--- src/rtl/board_io_pkg.sv ---
// Shared board I/O constants for the input conditioning path.
// Holds channel counts, debounce lengths and the counter width helper.
package board_io_pkg;

    // Slide switch and push-button counts on the board.
    localparam int unsigned N_SW  = 10;
    localparam int unsigned N_KEY = 2;

    // 10 ms at 50 MHz on hardware; short value for simulation.
    localparam int unsigned DEB_CYCLES_HW  = 500000;
    localparam int unsigned DEB_CYCLES_SIM = 4;

    // Width of a counter that must reach n-1.
    // Never returns less than 1 so the counter always has a bit.
    function automatic int unsigned cnt_width(input int unsigned n);
        int unsigned w;
        w = (n > 1) ? $clog2(n) : 1;
        return (w == 0) ? 1 : w;
    endfunction

endpackage

--- src/rtl/debounce_bit.sv ---
// One conditioning channel: 2-flop synchronizer, stability counter,
// stable level register and registered rise/fall pulses.
//
// Ports:
//   clk   - system clock, rising edge
//   rst   - asynchronous active-high reset
//   din   - raw asynchronous input (active-high)
//   level - debounced level
//   rise  - one-cycle pulse when level goes 0 -> 1
//   fall  - one-cycle pulse when level goes 1 -> 0
module debounce_bit
    import board_io_pkg::*;
#(
    parameter int unsigned DEBOUNCE_CYCLES = DEB_CYCLES_SIM
) (
    input  logic clk,
    input  logic rst,
    input  logic din,
    output logic level,
    output logic rise,
    output logic fall
);

    localparam int unsigned CW = cnt_width(DEBOUNCE_CYCLES);
    localparam logic [CW-1:0] CNT_MAX = CW'(DEBOUNCE_CYCLES - 1);

    logic          s1_q;
    logic          s1_d;
    logic          s2_q;
    logic          s2_d;
    logic          stb_q;
    logic          stb_d;
    logic [CW-1:0] cnt_q;
    logic [CW-1:0] cnt_d;
    logic          rise_q;
    logic          rise_d;
    logic          fall_q;
    logic          fall_d;
    logic          upd;

    always_comb begin
        s1_d  = din;
        s2_d  = s1_q;
        stb_d = stb_q;
        cnt_d = '0;
        upd   = 1'b0;
        // Any sample agreeing with the stable level clears the run,
        // so only an unbroken disagreement run reaches CNT_MAX.
        if (s2_q != stb_q) begin
            if (cnt_q == CNT_MAX) begin
                stb_d = s2_q;
                upd   = 1'b1;
            end else begin
                cnt_d = cnt_q + 1'b1;
            end
        end
        rise_d = upd & stb_d;
        fall_d = upd & ~stb_d;
    end

    always_ff @(posedge clk or posedge rst) begin
        if (rst) begin
            s1_q   <= 1'b0;
            s2_q   <= 1'b0;
            stb_q  <= 1'b0;
            cnt_q  <= '0;
            rise_q <= 1'b0;
            fall_q <= 1'b0;
        end else begin
            s1_q   <= s1_d;
            s2_q   <= s2_d;
            stb_q  <= stb_d;
            cnt_q  <= cnt_d;
            rise_q <= rise_d;
            fall_q <= fall_d;
        end
    end

    assign level = stb_q;
    assign rise  = rise_q;
    assign fall  = fall_q;

endmodule

--- src/rtl/input_conditioner.sv ---
// Synchronizes and debounces board switches and active-low keys,
// giving clean levels plus key press/release pulses.
//
// Ports:
//   MAX10_CLK1_50 - system clock
//   reset         - asynchronous active-high reset
//   SW            - raw switch pins
//   KEY           - raw key pins, active-low
//   sw_level      - debounced switch levels
//   key_level     - debounced key state, 1 = pressed
//   key_press     - one-cycle pulse on press
//   key_release   - one-cycle pulse on release
module input_conditioner
    import board_io_pkg::*;
#(
    parameter int unsigned N_SW            = board_io_pkg::N_SW,
    parameter int unsigned N_KEY           = board_io_pkg::N_KEY,
    parameter int unsigned DEBOUNCE_CYCLES = DEB_CYCLES_HW
) (
    input  logic             MAX10_CLK1_50,
    input  logic             reset,
    input  logic [N_SW-1:0]  SW,
    input  logic [N_KEY-1:0] KEY,
    output logic [N_SW-1:0]  sw_level,
    output logic [N_KEY-1:0] key_level,
    output logic [N_KEY-1:0] key_press,
    output logic [N_KEY-1:0] key_release
);

    // Keys are inverted up front so every channel is active-high.
    logic [N_KEY-1:0] key_act;
    logic [N_SW-1:0]  sw_rise_unused;
    logic [N_SW-1:0]  sw_fall_unused;

    assign key_act = ~KEY;

    for (genvar i = 0; i < N_SW; i++) begin : g_sw
        debounce_bit #(
            .DEBOUNCE_CYCLES(DEBOUNCE_CYCLES)
        ) u_db (
            .clk  (MAX10_CLK1_50),
            .rst  (reset),
            .din  (SW[i]),
            .level(sw_level[i]),
            .rise (sw_rise_unused[i]),
            .fall (sw_fall_unused[i])
        );
    end

    for (genvar k = 0; k < N_KEY; k++) begin : g_key
        debounce_bit #(
            .DEBOUNCE_CYCLES(DEBOUNCE_CYCLES)
        ) u_db (
            .clk  (MAX10_CLK1_50),
            .rst  (reset),
            .din  (key_act[k]),
            .level(key_level[k]),
            .rise (key_press[k]),
            .fall (key_release[k])
        );
    end

endmodule

--- config.mk ---
export PLATFORM = sky130hd
export DESIGN_NAME = input_conditioner
export DESIGN_NICKNAME = d
export VERILOG_FILES = /design/src/rtl/board_io_pkg.sv /design/src/rtl/debounce_bit.sv /design/src/rtl/input_conditioner.sv
export SDC_FILE = /design/constraint.sdc
export NUM_CORES = 1
export LEC_CHECK = 0
export ABC_AREA = 1
export BUFFER_PORTS_ARGS = -buffer_cell sky130_fd_sc_hd__buf_4
export CAP_MARGIN = 30
export CORE_MARGIN = 5
export CORE_UTILIZATION = 41
export CTS_CLUSTER_DIAMETER = 50
export DETAILED_ROUTE_END_ITERATION = 8
export PLACE_DENSITY_LB_ADDON = 0.25
export SYNTH_ARGS = -nofsm -noshare
export SYNTH_HDL_FRONTEND = slang
export SYNTH_SLANG_ARGS = --single-unit
export TNS_END_PERCENT = 20
--- constraint.sdc ---
create_clock -name MAX10_CLK1_50 -period 13.15 [get_ports MAX10_CLK1_50]
set_input_delay 3.2875 -clock MAX10_CLK1_50 [delete_from_list [all_inputs] [get_ports MAX10_CLK1_50]]
set_output_delay 3.2875 -clock MAX10_CLK1_50 [all_outputs]
set_load 0.03 [all_outputs]
==> results of run 1 <==
## area by class of cell
class	instances	area share, %
Multi-Input combinational cell	1491	42.56
Timing Repair Buffer	33	1.560
Tap cell	468	3.411
Clock buffer	50	6.655
Clock inverter	25	1.414
Sequential cell	268	39.07
Inverter	242	5.335
## Yosys cell counts, types with 6 or more instances
| cell type | count | area share, % |
|---|---|---|
| nor2_1 | 563 | 14 |
| nand2_1 | 366 | 9.1 |
| dfrtp_1 | 268 | 44 |
| inv_1 | 209 | 5.2 |
| nand3_1 | 164 | 5.4 |
| xor2_1 | 75 | 4.3 |
| nand2_2 | 51 | 2.1 |
| nor2_2 | 43 | 1.8 |
| a21oi_1 | 37 | 1.2 |
| inv_2 | 32 | 0.80 |
| xnor2_1 | 32 | 1.9 |
| nor2_4 | 26 | 1.9 |
| o21ai_1 | 21 | 0.70 |
| buf_4 | 17 | 0.84 |
| nand4_1 | 17 | 0.70 |
| o21ai_0 | 17 | 0.56 |
| and2_1 | 13 | 0.54 |
| ha_1 | 12 | 0.99 |
| nor3_1 | 11 | 0.36 |
| nor3b_1 | 11 | 0.55 |
| buf_2 | 10 | 0.33 |
| nand3_2 | 7 | 0.46 |
| xor2_2 | 6 | 0.65 |
## logic make-up after synthesis
logic type	Yosys count	share of synthesized area [%]
buf+inv	270	7.224
simple gates	1283	37.63
compound gates	83	2.900
flops	268	44.40
fa+ha+maj	12	0.9941
xor+xnor	113	6.851
## power breakdown
group / leakage, nW / switching [mW] / internal, mW
registers: 3.66 / 0.00847 / 0.838
logic: 2.96 / 0.0400 / 0.0152
clock network: 0.670 / 0.415 / 0.669
total: 7.29 / 0.463 / 1.52
## routing by layer
metal  wire length (µm)  part of all wire, %  global-route usage, %  up-vias
li1                   -                    -                      -     6339
met1              14160                   46                  20.07     5706
met2              14420                   47                  26.13      151
met3               1152                  3.8                  3.225       55
met4                748                  2.5                  5.054        0
met5                  0                    0                      0        -
## sequential cells by signal (all words and copies together) (netlist names)
| name | cells |
|---|---|
| g_key.u_db.rise | 2 |
| g_key.u_db.level | 2 |
| g_key.u_db.cnt_q | 38 |
| g_sw.u_db.cnt_q | 190 |
| g_sw.u_db.level | 10 |
| g_key.u_db.s1_q | 2 |
| g_key.u_db.fall | 2 |
| g_key.u_db.s2_q | 2 |
| g_sw.u_db.s2_q | 10 |
| g_sw.u_db.s1_q | 10 |
## path summary, 6_finish.rpt
path	endpoint	slack (ps)
worst max-delay path	sw_level[2]	8710
worst min-delay path	g_sw[6].u_db.s2_q	340
worst max register to register	g_sw[7].u_db.cnt_q[17]	11600
worst min register to register	g_sw[6].u_db.s2_q	340
max in group asynchronous	g_sw[6].u_db.cnt_q[16]	8750
min in group asynchronous	g_sw[3].u_db.cnt_q[13]	2910
## per-stage QoR
step	setup WS (ps)	hold WS (ps)	total power, mW	cells
floorplan	2481	331.2	0.8985	2029
global placement	8059	331.8	0.9164	2500
detailed placement	8027	335.8	0.9180	2501
CTS	8624	338.8	2.023	2576
global route	8434	345.9	2.075	2577
finish	8706	341.8	1.986	2577
==> reports/results.tsv, run 1 <==
stage	metric	value	unit
drt	wl_per_cell	11.83	µm
setup_path	cp-start-kind	flop	
floorplan	die_x	201.9	µm
yosys	syn-instance-count	2029	
floorplan	coreArea	0.03652	mm²
sta	slew_headroom	41.15	%
sta	max_freq	225.0	MHz
setup_path	slowest_stage	dfrtp_1	
placement	io_buffers	29	
yosys	async_reset_ff_share	100.0	%
setup_path	slowest_delay	420	ps
final_layout	layout_common_cells	nor2_1, nand2_1, dfrtp_1	
yosys	synth_fp_nets	2055	
hold_path	whs_path_depth	0	
yosys	synth-seq-cells	268	
yosys	yosysWarningCount	0	
setup_path	crit_arrival	1160	ps
setup_path	crit_path_start	g_sw[2].u_db.level	
final_layout	final_core_util	47.00	%
yosys	synth_area	0.01510	mm²
final_layout	n_antenna_cell	0	
clock_network	cts_sinks	268	
sta	finalSetupTns	0	ps
grt	grt_max_degree	126	
floorplan	design.die.area	0.04078	mm²
clock_network	cts_max_level	2	
outcome	status	finished, final reports clean	
sta	slew_viol_final	0	
floorplan	initial_core_util	41.35	%
placement	place_area	0.01575	mm²
sta	hold_viol_final	0	
drt	viasPerCell	4.754	
setup_path	endpoint_kind	output pin	
clock_network	cts_setup_buffers	0	
hold_path	hold_path.startpoint	g_sw[6].u_db.s1_q	
setup_path	timing.rr.start	g_sw[7].u_db.cnt_q[0]	
final_layout	syn2layout_area_growth	13.66	%
grt	antenna_found_initial	0	
clock_network	cts_tree	done	
sta	clock_skew	19.46	ps
setup_path	critPathMaxFanout	3	
yosys	synth_edf_count	0	
clock_network	clk_path_buf_depth	3	
final_layout	fin_area	0.01717	mm²
yosys	yosysSeqAreaShare	44.40	%
sta	worstMarginPinSlew	882.7	ps
final_layout	fillers	3539	
yosys	avgSynthCellArea	7.444	µm²
placement	gp_congestion	0.8693	
final_layout	drive_gt1_share	13.09	%
pwr	power_leakage	7.287	nW
drt	wl	30480	µm
grt	grt_pass1_vias	12130	
final_layout	regArea	0.006706	mm²
sta	grt_setup_unrepaired	false	
placement	dp_hpwl	21710	µm
drt	drcViolationCount	0	
grt	grt_pass1_wl	54870	µm
sta	min_period	4444	ps
pwr	power_density	115.7	mW/mm²
setup_path	path_cells	buf_4	
hold_path	hold_class	flop to flop	
setup_path	worstRegToRegCells	6	
clock_network	clk_latency	550	ps
floorplan	core.rowCount	70	
sta	setup_violations	0	
floorplan	die_y	201.9	µm
grt	overflow	0	
drt	drt-initial-drc-count	493	
setup_path	path_buf_inv	1	
yosys	synth.distinct_cells	33	
final_layout	multi_input_area	0.007306	mm²
yosys	synth_flop_cell	dfrtp_1	
grt	grtUsageTotal	15.52	%
setup_path	required	9860	ps
clock_network	ctsResizeCount	0	
sta	finalCritPeriodShare	33.80	%
setup_path	cp.depth	1	
drt	firstDrtPassIters	5	
setup_path	critPathTopFamily	flip-flops	
setup_path	path_class	flop to output pin	
clock_network	path_clk_slew	50	ps
clock_network	ctsHoldBuffers	0	
clock_network	numCtsBuffers	42	
drt	vias	12250	
final_layout	nets	2104	
final_layout	layout_commonest_cell	nor2_1	
clock_network	root_buffer	clkbuf_16	
run	drv_cap	0	
pwr	peakVddDrop	0.00009331	V
floorplan	io_pins	30	
drt	ant_nets	0	
No activity file was read; power rests on OpenSTA's default activity.
==> inputs of run 2 (changes only) <==
- ABC_AREA: 1 -> 0
- clock period: 13.15 -> 3.6 ns (I/O delays scaled with it)
==> run 2 against run 1 <==
Against the previous run: synthesized area decreased by 15%; sequential cell count unchanged; hold slack improved by 4.8 ps; global-route usage decreased by 1.6 points; via count decreased by 26%; combinational power increased to 3.7 times the previous value; clock skew decreased by 4.1 ps; clock power increased to 3.1 times the previous value.
==> reports/results.tsv, run 2 <==
stage	metric	value	unit	change
floorplan	initial_core_util	41.18	%	-0.17 points
yosys	yosysWarningCount	0		unchanged
setup_path	endpoint_kind	flop		
drt	drt-initial-drc-count	502		+1.8%
setup_path	required	3960	ps	-5900 ps
clock_network	clk_path_buf_depth	3		unchanged
yosys	synthTopCellsByCount	dfrtp_1, nor2_1, xnor2_1		
sta	setup_violations	0		unchanged
final_layout	final_core_util	46.79	%	-0.21 points
yosys	synth_flop_cell	dfrtp_1		
grt	grt_pass1_vias	9125		-25%
final_layout	fillers	2920		-17%
sta	finalCritPeriodShare	60.43	%	
final_layout	syn2layout_area_growth	13.63	%	about the same
drt	wl	23870	µm	-22%
drt	firstDrtPassIters	5		unchanged
yosys	synth-seq-cells	268		unchanged
placement	dp_hpwl	15880	µm	-27%
yosys	synth.distinct_cells	49		+48%
placement	io_buffers	29		unchanged
pwr	peakVddDrop	0.0005212	V	+460%
sta	finalSetupTns	0	ps	unchanged
grt	grt_pass1_wl	43170	µm	-21%
pwr	switching_share	21.72	%	-1.6 points
sta	worstMarginPinSlew	761.7	ps	-121.0 ps
yosys	yosysTopAreaCellShare	52.01	%	+7.6 points
final_layout	largest_reg_flops	190		unchanged
final_layout	final_cells	1735		-33%
sta	clock_skew	15.40	ps	-4.065 ps
clock_network	cts_tree	done		
clock_network	cts_setup_buffers	0		unchanged
floorplan	core.rowCount	65		-7.1%
clock_network	cts_sinks	268		unchanged
final_layout	layout_common_cells	dfrtp_1, nor2_1, xnor2_1		
clock_network	clk_latency	500	ps	-50 ps
outcome	status	finished, final reports clean		
yosys	avgSynthCellArea	10.13	µm²	+36%
final_layout	layout_commonest_cell	dfrtp_1		
floorplan	die_x	187.3	µm	-7.2%
grt	overflow	0		unchanged
final_layout	top_register	g_sw.u_db.cnt_q		
pwr	p_sw	1.455	mW	+210%
grt	grt_use_met3	2.594	%	-0.63 points
floorplan	die_y	187.3	µm	-7.2%
setup_path	cp-start-kind	flop		
sta	min_period	2175	ps	
sta	slew_headroom	49.21	%	+8.1 points
grt	antenna_found_initial	0		unchanged
pwr	seq_power_share	46.4	%	+3.8 points
pwr	power_leakage	5.799	nW	-20%
drt	ant_nets	0		unchanged
placement	place_inst	1676		-33%
grt	use_met1	19.70	%	-0.36 points
final_layout	nets	1337		-36%
clock_network	path_clk_slew	50	ps	about the same
yosys	synth_top_cell_by_area	dfrtp_1		
placement	gp_congestion	0.7879		-9.4%
clock_network	ctsHoldBuffers	0		unchanged
yosys	async_reset_ff_share	100.0	%	unchanged
grt	grt-busiest-layer	met2		
drt	vias	9068		-26%
sta	max_freq	459.7	MHz	
run	drv_cap	0		unchanged
setup_path	path_class	flop to flop		
pwr	clkPwrFrac	50.6	%	-4.0 points
grt	grtUsageTotal	13.94	%	-1.6 points
sta	hold_viol_final	0		unchanged
pwr	power	6.697	mW	+240%
drt	wl_per_cell	13.76	µm	+16%
floorplan	io_pins	30		unchanged
yosys	synth_edf_count	0		unchanged
hold_path	hold_class	flop to flop		
pwr	power.internal	5.242	mW	+240%
sta	slew_viol_final	0		unchanged
pwr	power_density	457.1	mW/mm²	+300%
yosys	yosysSeqAreaShare	52.01	%	+7.6 points
clock_network	ctsResizeCount	0		unchanged
yosys	synth_area	0.01289	mm²	-15%
final_layout	n_antenna_cell	0		unchanged
sta	whs	346.5	ps	+4.771 ps
setup_path	critPathMaxFanout	18		+15
clock_network	cts_max_level	2		unchanged
clock_network	root_buffer	clkbuf_16		
yosys	syn-instance-count	1273		-37%
sta	grt_setup_unrepaired	false		
drt	viasPerCell	5.227		+9.9%
final_layout	fin_area	0.01465	mm²	-15%
yosys	synth_fp_nets	1299		-37%
setup_path	crit_arrival	2540	ps	+1380 ps
grt	grt_max_degree	52		-59%
final_layout	drive_gt1_share	11.18	%	-1.9 points
yosys	synth.most_common_cell	dfrtp_1		
placement	place_ws	1412	ps	-6616 ps
clock_network	numCtsBuffers	35		-17%
drt	drcViolationCount	0		unchanged
placement	place_area	0.01351	mm²	-14%
final_layout	reg.largest.list	g_sw.u_db.cnt_q: 190 flops, g_key.u_db.cnt_q: 38 flops		
floorplan	coreArea	0.03131	mm²	-14%
grt	met2_usage	22.05	%	-4.1 points
sta	setup_slack	1425	ps	-7281 ps
yosys	synthTopCellsByArea	dfrtp_1, xnor2_1, nor2_1, xor2_1, nand3_1		
pwr	p_comb_share	3.1	%	+0.3 points
floorplan	design.die.area	0.03509	mm²	-14%
==> run 2: worst paths after layout <==
kind,start,endpoint,slack (ps),cells past startpoint
max,g_sw[8].u_db.cnt_q[12],g_sw[8].u_db.cnt_q[6],1420,4
min,g_sw[0].u_db.s1_q,g_sw[0].u_db.s2_q,350,0
max reg2reg,g_sw[8].u_db.cnt_q[12],g_sw[8].u_db.cnt_q[6],1420,4
min reg2reg,g_sw[0].u_db.s1_q,g_sw[0].u_db.s2_q,350,0
max in group asynchronous,reset,g_sw[6].u_db.cnt_q[9],2410,3
min in group asynchronous,reset,g_sw[1].u_db.s1_q,490,2
==> run 2: cell families after synthesis <==
group	share of synthesized area, %
buf+inv	3.338
fa+ha+maj	1.164
xor+xnor	10.87
compound gates	5.997
flops	52.01
simple gates	25.49
mux	1.126
==> run 2: cell type report <==
type | instances | area [µm²] | area share, %
clock buffers | 47 | 1013 | 6.917
clock inverters | 12 | 127.6 | 0.8710
inverters | 46 | 176.4 | 1.204
multi-input cells | 920 | 5762 | 39.33
flip-flops and latches | 268 | 6706 | 45.77
well taps | 402 | 503.0 | 3.433
repair buffers | 40 | 362.8 | 2.477
==> run 2: power by group through the flow <==
stage               clock [mW]  sequential [mW]  combinational, mW
global route              3.65             3.11              0.243
floorplan                    0             3.15              0.151
global placement             0             3.16              0.210
detailed placement           0             3.16              0.213
finish                    3.39             3.11              0.204
CTS                       3.50             3.11              0.214
==> run 2: worst max-delay path: stages, from the launching register on <==
cell and delay [ps]:
dfrtp_1 430, or4_1 520, or4_4 550, o21ai_4 430, nor2_1 110
==> run 2: routing by layer <==
layer | vias to the layer above | wire [µm]
li1 | 4559 | -
met1 | 4362 | 11660
met2 | 120 | 10990
met3 | 27 | 821
met4 | 0 | 405
met5 | - | 0
==> inputs of run 3 (changes only) <==
- clock period: 3.6 -> 2.1 ns (I/O delays scaled with it)
==> run 3 against run 2 <==
Against the previous run: critical path depth unchanged; register-to-register slack worse by 1400 ps; clock power up 92%; cell count increased by 4.4%; sequential cell count is the same; critical endpoint is now g_sw[0].u_db.level; largest cell class unchanged.
==> reports/results.tsv, run 3 (same netlist as run 2, synthesis figures left out) <==
stage	metric	value	unit	change
setup_path	path_class	flop to flop		
grt	grtUsageTotal	14.25	%	+0.31 points
floorplan	core.rowCount	65		unchanged
sta	max_freq	489.1	MHz	+6.4%
placement	place_ws	47.77	ps	-1364 ps
placement	place_inst	1742		+3.9%
setup_path	timing.rr.start	g_sw[0].u_db.cnt_q[12]		
setup_path	slowest_delay	550	ps	about the same
grt	grt_pass1_vias	9359		+2.6%
hold_path	hold_class	primary input to async pin		
drt	viasPerCell	5.180		-0.89%
sta	hold_viol_final	0		unchanged
sta	slew_headroom	59.27	%	+10 points
drt	drt-initial-drc-count	456		-9.2%
floorplan	die_x	187.3	µm	unchanged
setup_path	slowest_stage	or4_4		
final_layout	layout_common_cells	dfrtp_1, nor2_1, xnor2_1		
clock_network	cts_max_level	2		unchanged
clock_network	numCtsBuffers	39		+11%
pwr	power	12.22	mW	+83%
run	drv_cap	0		unchanged
drt	drcViolationCount	0		unchanged
setup_path	path_cells	or4_1 > or4_4 > nor2_1 > mux2_2		
placement	io_buffers	29		unchanged
floorplan	coreArea	0.03131	mm²	unchanged
pwr	clkPwrFrac	53.3	%	+2.7 points
sta	worstMarginPinSlew	605.4	ps	-156.3 ps
final_layout	top_register	g_sw.u_db.cnt_q		
setup_path	critPathMaxFanout	3		-15
pwr	peakVddDrop	0.0009523	V	+83%
sta	setup_violations	0		unchanged
drt	ant_nets	0		unchanged
clock_network	cts_setup_buffers	0		unchanged
setup_path	rrSetupSlack	60	ps	-1370 ps
sta	slew_viol_final	0		unchanged
final_layout	n_antenna_cell	0		unchanged
final_layout	final_cells	1812		+4.4%
pwr	p_comb_share	3.2	%	about the same
final_layout	drive_gt1_share	16.17	%	+5.0 points
final_layout	fin_area	0.01538	mm²	+5.0%
drt	wl	24370	µm	+2.1%
clock_network	cts_tree	done		
clock_network	ctsHoldBuffers	0		unchanged
final_layout	nets	1407		+5.2%
setup_path	critPathTopFamily	simple AND/OR/NAND/NOR gates		
drt	firstDrtPassIters	5		unchanged
final_layout	reg.largest.list	g_sw.u_db.cnt_q: 190 flops, g_key.u_db.cnt_q: 38 flops		
sta	finalCritPeriodShare	97.36	%	+37 points
grt	overflow	0		unchanged
floorplan	io_pins	30		unchanged
grt	grt_max_degree	91		+75%
pwr	p_sw	2.711	mW	+86%
floorplan	initial_core_util	41.18	%	unchanged
setup_path	path_buf_inv	0		unchanged
setup_path	crit_path_start	g_sw[0].u_db.cnt_q[12]		
drt	wl_per_cell	13.45	µm	-2.2%
sta	min_period	2045	ps	-130.8 ps
pwr	seq_power_share	43.5	%	-2.9 points
setup_path	cp-start-kind	flop		
setup_path	endpoint_kind	flop		
setup_path	r2r_end	g_sw[0].u_db.level		
clock_network	path_clk_slew	60	ps	about the same
setup_path	worstRegToRegCells	4		unchanged
sta	setup_slack	55.40	ps	-1369 ps
drt	vias	9386		+3.5%
pwr	switching_share	22.18	%	+0.46 points
placement	gp_congestion	0.8154		+3.5%
final_layout	layout_commonest_cell	dfrtp_1		
setup_path	required	2490	ps	-1470 ps
sta	clock_skew	11.41	ps	-3.988 ps
grt	grt_pass1_wl	43930	µm	+1.7%
pwr	power.internal	9.513	mW	+81%
pwr	power_leakage	6.229	nW	+7.4%
clock_network	cts_sinks	268		unchanged
floorplan	die_y	187.3	µm	unchanged
floorplan	design.die.area	0.03509	mm²	unchanged
final_layout	syn2layout_area_growth	19.30	%	
pwr	power_density	794.7	mW/mm²	+74%
setup_path	crit_arrival	2430	ps	-110 ps
placement	place_area	0.01406	mm²	+4.0%
placement	dp_hpwl	16110	µm	+1.4%
clock_network	clk_path_buf_depth	3		unchanged
final_layout	final_core_util	49.13	%	+2.3 points
clock_network	root_buffer	clkbuf_16		
outcome	status	finished, final reports clean		
clock_network	clk_latency	510	ps	about the same
grt	antenna_found_initial	0		unchanged
final_layout	largest_reg_flops	190		unchanged
==> run 3: area by class of cell <==
cell class | instances | area [µm²]
clock inverter | 19 | 202.7
clock buffer | 51 | 1114
multi-input combinational | 920 | 5772
timing repair buffer | 106 | 908.4
sequential | 268 | 6706
inverter | 46 | 176.4
fill | 2839 | 15930
tap | 402 | 503.0
==> run 3: per-stage QoR <==
stage / setup TNS [ps] / hold WS (ps)
after floorplan: -526480 / 331.2
after global placement: 0 / 331.7
after detailed placement: 0 / 334.7
after CTS: 0 / 59.42
after global routing: -12.06 / 74.43
final: 0 / 72.52
==> run 3: power groups by stage <==
stage	Sequential, mW	Combinational [mW]	Clock, mW
2_1_floorplan	5.40	0.258	0
3_3_place_gp	5.41	0.400	0
3_5_place_dp	5.41	0.404	0
4_1_cts	5.32	0.406	6.71
5_1_grt	5.33	0.453	6.94
6_report	5.32	0.388	6.52
==> run 3: per-layer routing <==
metal | global-route usage [%] | wire (µm) | vias up
met4 | 4.465 | 611 | 0
met3 | 2.501 | 855 | 47
met2 | 22.80 | 11130 | 128
met1 | 19.85 | 11780 | 4514
li1 | - | - | 4697
met5 | 0 | 0 | -
==> run 3: what timing repair did <==
| action | CTS | global route |
|---|---|---|
| resized for setup | 0 | 3 |
| setup endpoints to repair | 0 | 2 |
| endpoints found under the hold margin | 0 | 0 |
==> run 3: tightest hold or removal path: cells and delay by family <==
kind / cells / cell delay [ps]
buffers and inverters: 3 / 410
==> run 3: how the worst max path moves through the flow <==
stage / end / cells past startpoint
after CTS: g_sw[9].u_db.level / 4
after global routing: g_sw[9].u_db.level / 4
after global placement: g_sw[9].u_db.level / 4
after detailed placement: g_sw[9].u_db.level / 4
after floorplan: g_key[0].u_db.cnt_q[0] / 1
final: g_sw[0].u_db.level / 4
